==> config.mk <==
export PLATFORM = sky130hd
export DESIGN_NAME = instr_sequencer
export DESIGN_NICKNAME = d
export VERILOG_FILES = /design/src/rtl/instr_sequencer.sv
export SDC_FILE = /design/constraint.sdc
export NUM_CORES = 1
export LEC_CHECK = 0
export BUFFER_PORTS_ARGS = -buffer_cell sky130_fd_sc_hd__buf_4
export CAP_MARGIN = 0
export CORE_ASPECT_RATIO = 1.2
export CORE_UTILIZATION = 37
export CTS_CLUSTER_DIAMETER = 30
export DETAILED_ROUTE_END_ITERATION = 8
export PLACE_DENSITY = 0.66
export SLEW_MARGIN = 20
export SYNTH_ARGS = -nofsm -noshare
export SYNTH_HDL_FRONTEND = slang
export SYNTH_SLANG_ARGS = --single-unit
==> constraint.sdc <==
create_clock -name clk -period 1.3 [get_ports clk]
set_input_delay 0.13 -clock clk [delete_from_list [all_inputs] [get_ports clk]]
set_output_delay 0.13 -clock clk [all_outputs]
set_load 0.03 [all_outputs]
==> src/rtl/instr_sequencer.sv <==
// instr_sequencer: fetch/decode sequencer feeding the execution unit (EU).
// Fetches 19-bit words over a variable-latency handshake, issues EU fields
// with a one-cycle strobe, holds them for EXEC_CYCLES, then latches flags.
// HALT (4'hE) is always handled locally.
// Optional feature macro: INSTR_SEQ_BRANCH_EN. When it is defined, 4'hF is
// decoded as branch-if-zero. When it is not defined, 4'hF is an ordinary
// EU opcode.
module instr_sequencer #(
  parameter int PC_W        = 8,
  parameter int EXEC_CYCLES = 2
) (
  input  logic            clk,
  input  logic            rst,
  input  logic            run,
  output logic            imem_rd,
  output logic [PC_W-1:0] imem_addr,
  input  logic [18:0]     imem_data,
  input  logic            imem_valid,
  output logic [3:0]      opcode,
  output logic [4:0]      addr1,
  output logic [4:0]      addr2,
  output logic [4:0]      addr3,
  output logic            eu_start,
  input  logic [3:0]      flag,
  output logic [3:0]      flag_q,
  output logic [PC_W-1:0] pc,
  output logic            busy,
  output logic            halted
);

  localparam int CNT_W = (EXEC_CYCLES > 1) ? $clog2(EXEC_CYCLES) : 1;
  localparam logic [CNT_W-1:0] EXEC_LAST = CNT_W'(EXEC_CYCLES - 1);

  typedef enum logic [2:0] {
    S_IDLE, S_FETCH, S_DECODE, S_EXEC, S_HALTED
  } state_t;

  state_t state_q, state_d;

  logic            imem_rd_q, imem_rd_d;
  logic            eu_start_q, eu_start_d;
  logic            busy_q, busy_d;
  logic            halted_q, halted_d;

  logic [PC_W-1:0]  pc_q, pc_d;
  logic [18:0]      instr_q, instr_d;
  logic [3:0]       opcode_q, opcode_d;
  logic [4:0]       addr1_q, addr1_d;
  logic [4:0]       addr2_q, addr2_d;
  logic [4:0]       addr3_q, addr3_d;
  logic [3:0]       eu_flag_q, eu_flag_d;
  logic [CNT_W-1:0] exec_cnt_q, exec_cnt_d;

  logic is_halt, is_brz, exec_last;

  assign is_halt   = (instr_q[18:15] == 4'hE);
`ifdef INSTR_SEQ_BRANCH_EN
  assign is_brz    = (instr_q[18:15] == 4'hF);
`else
  assign is_brz    = 1'b0;
`endif
  assign exec_last = (exec_cnt_q == EXEC_LAST);

  // State and registered control outputs
  always_ff @(posedge clk) begin
    if (rst) begin
      state_q    <= S_IDLE;
      imem_rd_q  <= 1'b0;
      eu_start_q <= 1'b0;
      busy_q     <= 1'b0;
      halted_q   <= 1'b0;
    end else begin
      state_q    <= state_d;
      imem_rd_q  <= imem_rd_d;
      eu_start_q <= eu_start_d;
      busy_q     <= busy_d;
      halted_q   <= halted_d;
    end
  end

  // Next-state logic; run is only honoured at instruction boundaries
  always_comb begin
    state_d = state_q;
    case (state_q)
      S_IDLE:   if (run) state_d = S_FETCH;
      S_FETCH:  if (imem_valid) state_d = S_DECODE;
      S_DECODE: begin
        if (is_halt)     state_d = S_HALTED;
        else if (is_brz) state_d = run ? S_FETCH : S_IDLE;
        else             state_d = S_EXEC;
      end
      S_EXEC:   if (exec_last) state_d = run ? S_FETCH : S_IDLE;
      S_HALTED: state_d = S_HALTED;
      default:  state_d = S_IDLE;
    endcase
  end

  // Control outputs computed from the next state so they are registered
  always_comb begin
    imem_rd_d  = (state_d == S_FETCH);
    eu_start_d = (state_d == S_EXEC) && (state_q != S_EXEC);
    busy_d     = (state_d != S_IDLE) && (state_d != S_HALTED);
    halted_d   = (state_d == S_HALTED);
  end

  // Datapath: instruction latch, EU fields, execute counter, pc and flags
  always_comb begin
    pc_d       = pc_q;
    instr_d    = instr_q;
    opcode_d   = opcode_q;
    addr1_d    = addr1_q;
    addr2_d    = addr2_q;
    addr3_d    = addr3_q;
    eu_flag_d  = eu_flag_q;
    exec_cnt_d = exec_cnt_q;
    case (state_q)
      S_FETCH: if (imem_valid) instr_d = imem_data;
      S_DECODE: begin
        if (is_halt) begin
          pc_d = pc_q;
        end else if (is_brz) begin
`ifdef INSTR_SEQ_BRANCH_EN
          // Target is {addr2[2:0], addr3}, fitted to the pc width
          pc_d = eu_flag_q[0] ? PC_W'(instr_q[7:0]) : pc_q + PC_W'(1);
`endif
        end else begin
          opcode_d   = instr_q[18:15];
          addr1_d    = instr_q[14:10];
          addr2_d    = instr_q[9:5];
          addr3_d    = instr_q[4:0];
          exec_cnt_d = '0;
        end
      end
      S_EXEC: begin
        if (exec_last) begin
          eu_flag_d = flag;
          pc_d      = pc_q + PC_W'(1);
        end else begin
          exec_cnt_d = exec_cnt_q + CNT_W'(1);
        end
      end
      default: ;
    endcase
  end

  // Datapath registers
  always_ff @(posedge clk) begin
    if (rst) begin
      pc_q       <= '0;
      instr_q    <= '0;
      opcode_q   <= '0;
      addr1_q    <= '0;
      addr2_q    <= '0;
      addr3_q    <= '0;
      eu_flag_q  <= '0;
      exec_cnt_q <= '0;
    end else begin
      pc_q       <= pc_d;
      instr_q    <= instr_d;
      opcode_q   <= opcode_d;
      addr1_q    <= addr1_d;
      addr2_q    <= addr2_d;
      addr3_q    <= addr3_d;
      eu_flag_q  <= eu_flag_d;
      exec_cnt_q <= exec_cnt_d;
    end
  end

  assign imem_rd   = imem_rd_q;
  assign imem_addr = pc_q;
  assign opcode    = opcode_q;
  assign addr1     = addr1_q;
  assign addr2     = addr2_q;
  assign addr3     = addr3_q;
  assign eu_start  = eu_start_q;
  assign flag_q    = eu_flag_q;
  assign pc        = pc_q;
  assign busy      = busy_q;
  assign halted    = halted_q;

endmodule

==> results.toml, run 1 <==
[run_status]
status = "complete, but fails checks"
violations = "negative setup slack"

[pwr]
internal-power_uw = 2880
seq_power_share_pct = 47.4
switchingPower_uw = 1080
ir_worst_vdd_mv = 0.654
power.density_nw_per_um2 = 1100
combPwrFrac_pct = 15.1
p_leak_uw = 0.00153
sw_frac_of_total_pct = 27.3
p_clk_share_pct = 37.5

[global_route]
grt_max_degree = 41
grt_overflow = 0
use_met2_pct = 28.7
grt_pass1_wl_mm = 8.65
grt_pass1_vias = 1937
antenna_found_initial = 0
grt-busiest-layer = "met2"
grtUsageTotal_pct = 17.3
use_met3_pct = 4.35
met1_usage_pct = 20.2

[synth]
ys.flop_type = "dfxtp_1"
synth_edf_count = 0
netlist_area_um2 = 2370
async_flop_share_pct = 0
ys_warn_count = 0
synth_seq_area_share_pct = 49.1
synth_cells = 273
ys_types = 39
postSynthAreaPerCell_um2 = 8.67
synth_fp_nets = 301
ys_seq_elements = 58

[layout]
diodes = 0
area_growth_pct = 52.2
fin_cells = 452
final_util_pct = 59.2
layout-drive-gt1-share_pct = 46.8
nNetsFinal = 393

[place]
gp_congestion = 0.828
place_inst = 421
port-buffer-count = 69
dp_hpwl_mm = 3.75

[drt]
wl_mm = 6.27
drc = 0
vias_per_cell = 4.98
ant_nets = 0
vias = 2251
dr.pass1.iters = 4
first_iter_violations = 76
wl_per_cell_um = 13.9

[floorplan]
pin_count = 70
fp.dieH_um = 89.6
start_util_pct = 38.9
dieArea_um2 = 6720
coreArea_um2 = 6090
core.rowCount = 31
die_w_um = 75

[critical_path]
rrSetupSlack_ns = -0.06
start_kind = "flop"
r2r_start = "state_q[1]"
crit_type = "flop to flop"
cp.arrival_ns = 1.63
r2r-end = "imem_addr[5]"
path_max_fanout = 6
reg2regPathDepth = 4
end_kind = "flop"
crit_required_ns = 1.57

[hold_path]
hold_depth = 3
min_path_type = "input pin to flop"
worstHoldStart = "imem_data[10]"
whs_endpoint = "instr_q[10]"

[clock_tree]
clkSinkCount = 58
cts_tree = "done"
clk_latency_ns = 0.34
hold_buffers = 0
ctsRootBufferMaster = "clkbuf_8"
path_clk_slew_ns = 0.07
cts-htree-levels = 3
numCtsBuffers = 9
cts_buffer_depth = 2

[timing]
final-max-slew-violation-count = 0
tightest_slew_ns = 0.329
finalCritPeriodShare_pct = 105
fmax_mhz = 734
rsz0062_at_grt = "yes"
hold_viol = 0
finalSetupViolations = 34
layout_min_cycle_time_ns = 1.36
slew_headroom_pct = 78.1
setup_ws_ns = -0.0623
clock_skew_ns = 0.00862

[job]
maxCapViolations = 0
-- final cells by class --
class,count,area [um^2]
tap,82,103
clock inverter,6,40.0
multi-input combinational,180,1180
fill,549,2490
timing repair buffer,111,937
clock buffer,10,138
inverter,5,18.8
sequential,58,1190
-- worst max-delay path, cell delays in order (launching register included) --
cell and delay, ns:
dfxtp_4 0.39, buf_4 0.13, nand3b_4 0.11, or4_4 0.54, a21oi_2 0.13
-- per-layer routing --
metal / share of wire (%) / routed length, um / up-vias
met5: 0 / 0 / -
met4: 1.7 / 107 / 0
met3: 4.3 / 271 / 10
met2: 51 / 3170 / 55
met1: 43 / 2720 / 1059
li1: - / - / 1127
-- cell usage after synthesis, types with 4 or more instances --
library cell  number  area, um^2
a21oi_1           48         240
buf_2              9        45.0
buf_4             12        90.1
dfxtp_1           58        1160
inv_1              5        18.8
mux2i_1            5        50.1
nand2_1           41         154
nand2b_1           5        31.3
nand3_1           17        85.1
nor2_1            11        41.3
o21ai_1           19        95.1
o31ai_1            4        30.0
or4_1              4        30.0
-- registers in the layout, summed over array words and instances (netlist names) --
name,count
imem_rd,1
instr_q,19
imem_addr,8
addr1,5
state_q,3
halted,1
addr3,5
exec_cnt_q,1
opcode,4
busy,1
addr2,5
flag_q,4
eu_start,1
-- layout by cell type, fill, tap and decap left out, drive strengths merged, types with 2 or more instances in the layout --
master and instances:
buf 109, clkbuf 12, a21oi 48, nand3 17
nand4b 2, nor3 3, inv 7, nor3b 3
dfxtp 58, clkinvlp 2, clkinv 2, nand3b 2
o31ai 4, nand2b 5, nand2 41, mux2i 5
o21ai 19, nor2 11, or4 4
-- how the worst max path moves through the flow --
stage,startpoint,endpoint,slack [ns],cells after the start
2_1_floorplan,imem_addr[0],imem_addr[6],-0.001,4
3_3_place_gp,state_q[0],imem_addr[7],-0.13,4
3_5_place_dp,state_q[0],imem_addr[7],-0.13,4
4_1_cts,state_q[0],addr3[1],-0.05,5
5_1_grt,state_q[0],opcode[2],-0.13,6
6_report,state_q[1],imem_addr[5],-0.06,4
-- logic make-up after synthesis --
kind of cell	synth area share, %
AOI/OAI and AO/OA	17.4
muxes	2.59
DFF	49.1
adders and majority gates	0.529
xor gates and xnor gates	0.370
and+or+nand+nor	21.2
buffers and inverters	8.88
-- power by group through the flow --
stage / clock network [uW] / registers (uW) / logic [uW]
2_1_floorplan: 0 / 1950 / 221
3_3_place_gp: 0 / 1920 / 463
3_5_place_dp: 0 / 1920 / 468
4_1_cts: 1520 / 1880 / 469
5_1_grt: 1600 / 1890 / 640
6_report: 1490 / 1880 / 598
-- per-stage QoR --
stage / setup WS, ns / instance area (um^2) / setup TNS (ns) / hold WS (ns) / total power (uW)
floorplan: -0.00145 / 2400 / -0.00145 / 0.266 / 2170
global placement: -0.134 / 3080 / -2.03 / 0.363 / 2380
detailed placement: -0.131 / 3080 / -3.09 / 0.373 / 2390
CTS: -0.0491 / 3280 / -0.434 / 0.0181 / 3870
global route: -0.127 / 3600 / -3.90 / 0.0284 / 4130
finish: -0.0623 / 3600 / -0.759 / 0.0319 / 3960
-- what timing repair did --
action                     in CTS  in global routing
gates resized for setup         7                 40
gates cloned                    0                  4
pin swaps                       2                 23
setup buffers                   0                 11
setup endpoints to repair      47                 48
No activity file was read; power rests on OpenSTA's default activity.
==> inputs of run 2 (changes only) <==
==> constraint.sdc (replaced) <==
create_clock -name clk -period 1.3 [get_ports clk]
set_input_delay 0.13 -clock clk [delete_from_list [all_inputs] [get_ports clk]]
set_output_delay 0.13 -clock clk [all_outputs]
set_load 0.005 [all_outputs]
==> run 2 against run 1 <==
  * The run still ends with negative setup slack left
  * Total power rose by 5.7%
  * Combinational power rose by 8.2%
  * Flip-flop and latch count did not move
  * Routed wire length rose by 4.7%
  * Clock skew barely moved
  * Critical path type unchanged
  * Critical endpoint is now imem_addr[7]
  * Largest power group unchanged
  * Highest routed layer unchanged
==> results.toml, run 2 (same netlist as run 1, synthesis figures left out) <==
[pwr]
sw_frac_of_total_pct = 26.7
seq_power_share_pct = 45.0
combPwrFrac_pct = 15.4
ir_worst_vdd_mv = 0.721
switchingPower_uw = 1120
p_leak_uw = 0.00168
power.density_nw_per_um2 = 1090
internal-power_uw = 3070
p_clk_share_pct = 39.6
power_uw = 4190

[layout]
mostFrequentLayoutCells = "buf_4 (92), dfxtp_1 (49), a21oi_2 (25), nand2_1 (24), a21oi_1 (23)"
regMostFlops = "instr_q"
diodes = 0
largest_reg_flops = 19
fin_cells = 453
layout-drive-gt1-share_pct = 53.9
nNetsFinal = 394
area_growth_pct = 62.2
final_common_cell = "buf_4"

[global_route]
grt_pass1_vias = 1872
grtUsageTotal_pct = 17.1
grt_max_degree = 43
grt_overflow = 0
antenna_found_initial = 0
grt_pass1_wl_mm = 8.63

[floorplan]
fp.dieH_um = 89.6
start_util_pct = 38.9
coreArea_um2 = 6090
core.rowCount = 31
die_w_um = 75
dieArea_um2 = 6720
pin_count = 70

[clock_tree]
cts_buffer_depth = 2
clk_latency_ns = 0.33
cts_tree = "done"
clkSinkCount = 58
numCtsBuffers = 9
ctsRootBufferMaster = "clkbuf_8"
path_clk_slew_ns = 0.07
cts-htree-levels = 3

[critical_path]
crit_family = "simple AND/OR/NAND/NOR gates"
cp_slowest_stage_delay_ns = 0.37
crit_type = "flop to flop"
cp.arrival_ns = 1.60
path_max_fanout = 5
worstPathCellList = "nand4_1 -> nor4_4 -> mux2_4"
slowest_stage = "dfxtp_4"
crit_buf_inv = 0
crit_required_ns = 1.53
end_kind = "flop"
start_kind = "flop"

[place]
place_inst = 423
port-buffer-count = 69
gp_congestion = 0.820
dp_hpwl_mm = 3.75
pre_cts_slack_ns = -0.164

[drt]
drc = 0
vias_per_cell = 5.05
first_iter_violations = 105
ant_nets = 0
wl_per_cell_um = 14.5
dr.pass1.iters = 4
wl_mm = 6.57
vias = 2287

[timing]
finalCritPeriodShare_pct = 106
hold_viol = 0
final-max-slew-violation-count = 0
hold_ws_ns = 0.0294
clock_skew_ns = 0.00854
fmax_mhz = 728
tightest_slew_ns = 0.306
setup_ws_ns = -0.0731
rsz0062_at_grt = "yes"
layout_min_cycle_time_ns = 1.37
finalSetupViolations = 25
slew_headroom_pct = 79.5

[run_status]
violations = "negative setup slack"
status = "complete, but fails checks"

[hold_path]
min_path_type = "input pin to flop"

[job]
maxCapViolations = 0
-- run 2: cell count changes in the layout (fill, tap and decap cells not counted), moves of 2 or more --
cell and change:
dfxtp_1 +2, nand2_2 -3, a21oi_1 -16, o21ai_1 -2, buf_4 -8, dfxtp_2 -2, nand2_1 -10, buf_6 +8
o21ai_2 +2, a21oi_2 +16, nand2_4 +13
-- run 2: per-stage QoR --
stage | area [um^2] | utilization, % | setup TNS [ns]
floorplan | 2370 | - | 0
CTS | 3320 | 54.6 | -0.0218
global route | 3840 | 63.0 | -2.94
detailed placement | 3070 | 50.5 | -1.09
finish | 3840 | 63.0 | -0.867
global placement | 3070 | 50.5 | -0.403
-- run 2: cell type report --
class,instances,area (um^2)
well taps,82,103
inverters,5,18.8
fillers,515,2250
multi-input cells,180,1350
flip-flops and latches,58,1180
clock inverters,7,76.3
repair buffers,112,987
clock buffers,9,124
-- run 2: tightest hold or removal path, delay by kind of cell --
kind                   cells  cell delay, ns
and+or+nand+nor            1            0.07
muxes                      1            0.05
buffers and inverters      1            0.08
-- run 2: per-layer routing --
layer | part of all wire [%] | wire length, um | vias to the layer above | global-route usage, %
met3 | 7.2 | 474 | 16 | 4.13
met2 | 48 | 3160 | 88 | 28.0
li1 | - | - | 1124 | -
met4 | 2.5 | 167 | 0 | 7.20
met1 | 42 | 2760 | 1059 | 21.5
met5 | 0 | 0 | - | 0
-- run 2: final timing paths --
kind	from	end	slack, ns	cells after the start
worst min-delay path	flag[1]	flag_q[1]	0.03	3
worst max-delay path	imem_addr[3]	imem_addr[7]	-0.07	3
worst min register to register	instr_q[8]	instr_q[8]	0.46	2
worst max register to register	imem_addr[3]	imem_addr[7]	-0.07	3
-- run 2: power groups by stage --
stage,logic [uW],clock network (uW),registers [uW]
3_5_place_dp,415,0,1920
2_1_floorplan,221,0,1910
3_3_place_gp,409,0,1920
6_report,647,1660,1890
5_1_grt,692,1790,1890
4_1_cts,435,1690,1890
-- run 2: timing repair --
item                                    4_1_cts  5_1_grt
endpoints found under the setup margin       29       46
resized for setup                            13       95
buffers inserted                              1        7
cloned                                        0        6
pin swaps                                     3       46
hold buffers                                  0        0
==> inputs of run 3 (changes only) <==
--- a/config.mk
+++ b/config.mk
@@ -5,6 +5,7 @@
 export SDC_FILE = /design/constraint.sdc
 export NUM_CORES = 1
 export LEC_CHECK = 0
+export ABC_AREA = 1
 export BUFFER_PORTS_ARGS = -buffer_cell sky130_fd_sc_hd__buf_4
 export CAP_MARGIN = 0
 export CORE_ASPECT_RATIO = 1.2
==> run 3 against run 2 <==
  * The flow now finishes without violations
  * Worst setup slack better by 0.15 ns
  * Maximum frequency grew 13%
  * Sequential share of layout area up 6.0 points
  * Largest cell class is now registers
  * Via count is 11% lower
  * Combinational power decreased by 15%
  * Utilization shrank 8.5 points
  * Global-route usage decreased by 0.50 points
  * Design area down 18%
==> results.toml, run 3 <==
[run_status]
status = "complete, no violations"

[timing]
finalCritPeriodShare_pct = 93.8
tightest_slew_ns = 0.230
clock_skew_ns = 0.00836
rsz0062_at_grt = "yes"
hold_viol = 0
slew_headroom_pct = 84.6
layout_min_cycle_time_ns = 1.22
final-max-slew-violation-count = 0
finalSetupViolations = 0
fin_tns_setup_ns = 0
fmax_mhz = 820

[synth]
async_flop_share_pct = 0
synth_top_area_cell = "dfxtp_1"
synth_seq_area_share_pct = 51.4
ys_types = 24
synth_cells = 298
postSynthAreaPerCell_um2 = 7.58
ys.flop_type = "dfxtp_1"
synth_top_family_by_area = "simple AND/OR/NAND/NOR gates"
yosysMostFrequentCell = "nor2_1"
synthMuxAreaShare_pct = 0
ys_seq_elements = 58
synth_edf_count = 0
synth_fa_ha_area_share_pct = 0.554
synth_fp_nets = 326
netlist_area_um2 = 2260
ys_warn_count = 0
yosys-top-cells-count = "nor2_1 (89), dfxtp_1 (58), nand2_1 (38), o21ai_0 (37), inv_1 (16)"
yosys-top-cells-area = "dfxtp_1 (51%), nor2_1 (15%), o21ai_0 (8.2%)"
yosys.area_share.xor_xnor_pct = 0.388
synth-compound-area-share_pct = 12.1
synth-simple-area-share_pct = 25.8
synth.top_cell.area_share_pct = 51.4

[place]
gp_congestion = 0.804
dp_hpwl_mm = 3.53
port-buffer-count = 69

[critical_path]
start_kind = "flop"
cp.arrival_ns = 1.44
crit_type = "flop to flop"
path_max_fanout = 3
end_kind = "flop"
crit_required_ns = 1.52

[layout]
regMostFlops = "instr_q"
fillers = 597
mostFrequentLayoutCells = "nor2_1 (84), buf_4 (81), dfxtp_1 (57), nand2_1 (38), o21ai_0 (34)"
final_common_cell = "nor2_1"
diodes = 0
layout-drive-gt1-share_pct = 31.0
final_util_pct = 54.5
nNetsFinal = 400
largest_reg_flops = 19
area_growth_pct = 39.4

[drt]
dr.pass1.iters = 4
first_iter_violations = 91
vias_per_cell = 4.46
ant_nets = 0
vias = 2039
wl_mm = 4.94
wl_per_cell_um = 10.8
drc = 0

[floorplan]
dieArea_um2 = 6420
fp.dieH_um = 87.6
die_w_um = 73.3
start_util_pct = 39.1
pin_count = 70
core.rowCount = 30
coreArea_um2 = 5780

[clock_tree]
path_clk_slew_ns = 0.07
clk_latency_ns = 0.33
numCtsBuffers = 9
ctsRootBufferMaster = "clkbuf_8"
cts-htree-levels = 3
clkSinkCount = 58
hold_buffers = 0
cts_buffer_depth = 2
cts_tree = "done"

[global_route]
antenna_found_initial = 0
grt_pass1_wl_mm = 8.09
grtUsageTotal_pct = 16.6
grt_pass1_vias = 1863
grt_overflow = 0
grt_max_degree = 23

[pwr]
power.density_nw_per_um2 = 1420
ir_worst_vdd_mv = 0.628
p_leak_uw = 0.00141

[job]
maxCapViolations = 0

[hold_path]
min_path_type = "input pin to flop"
## run 3: changes by cell type after synthesis, sizes merged, moves of 5 or more
| cell | previous run | this run |
|---|---|---|
| o21ai | 19 | 38 |
| nor2 | 11 | 92 |
| nand3 | 17 | 9 |
| a21oi | 48 | 13 |
| buf | 27 | 15 |
| inv | 5 | 19 |
| nand2b | 5 | 0 |
| mux2i | 5 | 0 |
## run 3: path summary, 6_finish.rpt
kind              cells past startpoint      endpoint    startpoint  slack (ns)
hold / removal                        3     flag_q[3]       flag[3]        0.05
hold reg to reg                       2     opcode[0]     opcode[0]        0.46
setup reg to reg                      6  imem_addr[6]  imem_addr[0]        0.08
setup / recovery                      6  imem_addr[6]  imem_addr[0]        0.08
## run 3: report_power, final
group	internal (uW)	switching (uW)	total [uW]	leakage, uW
sequential	1900	63.4	1970	0.000472
clock	1270	679	1950	0.000114
combinational	279	271	550	0.000827
total	3450	1010	4470	0.00141
## run 3: per-layer routing
| layer | wire, um | GRT usage, % | vias to the layer above |
|---|---|---|---|
| met1 | 2230 | 18.9 | 881 |
| met5 | 0 | 0 | - |
| met3 | 304 | 4.83 | 11 |
| li1 | - | - | 1080 |
| met4 | 96 | 10.3 | 0 |
| met2 | 2310 | 27.4 | 67 |
## run 3: what timing repair did
action / CTS / global route
endpoints found under the hold margin: 0 / 0
setup endpoints to repair: 1 / 43
pin swaps: 0 / 4
setup buffers: 0 / 2
resized for setup: 1 / 14
gates cloned: 0 / 0
## run 3: worst max-delay path, cell delays in order, from the launching register on
cell	delay, ns
dfxtp_1	0.38
ha_1	0.20
nand2_1	0.13
nor3b_2	0.22
nand3_1	0.09
nand2_1	0.06
nor2_1	0.03
## run 3: layout make-up
class / count / area, um^2 / share of cell area [%]
clock buffer: 11 / 131 / 4.17
multi-input combinational: 200 / 912 / 29.0
sequential: 58 / 1160 / 36.9
clock inverter: 5 / 103 / 3.26
tap: 80 / 100 / 3.18
timing repair buffer: 84 / 668 / 21.2
inverter: 19 / 73.8 / 2.34
## run 3: cell families after synthesis
kind of cell	count (synthesis)
buffers and inverters	40
AND/OR/NAND/NOR	145
XOR/XNOR	1
AO/OA/AOI/OAI	53
flip-flops	58
adder cells (fa/ha/maj)	1
## run 3: stage by stage
stage	worst slack, ns	hold WS (ns)	instances	instance area, um^2	power [uW]
2_1_floorplan	0.134	0.199	298	2260	2300
3_3_place_gp	0.0370	0.378	439	2860	2530
3_5_place_dp	0.0178	0.389	439	2860	2540
4_1_cts	0.0109	0.0326	455	3100	4510
5_1_grt	-0.0309	0.0483	457	3150	4700
6_report	0.0800	0.0511	457	3150	4470
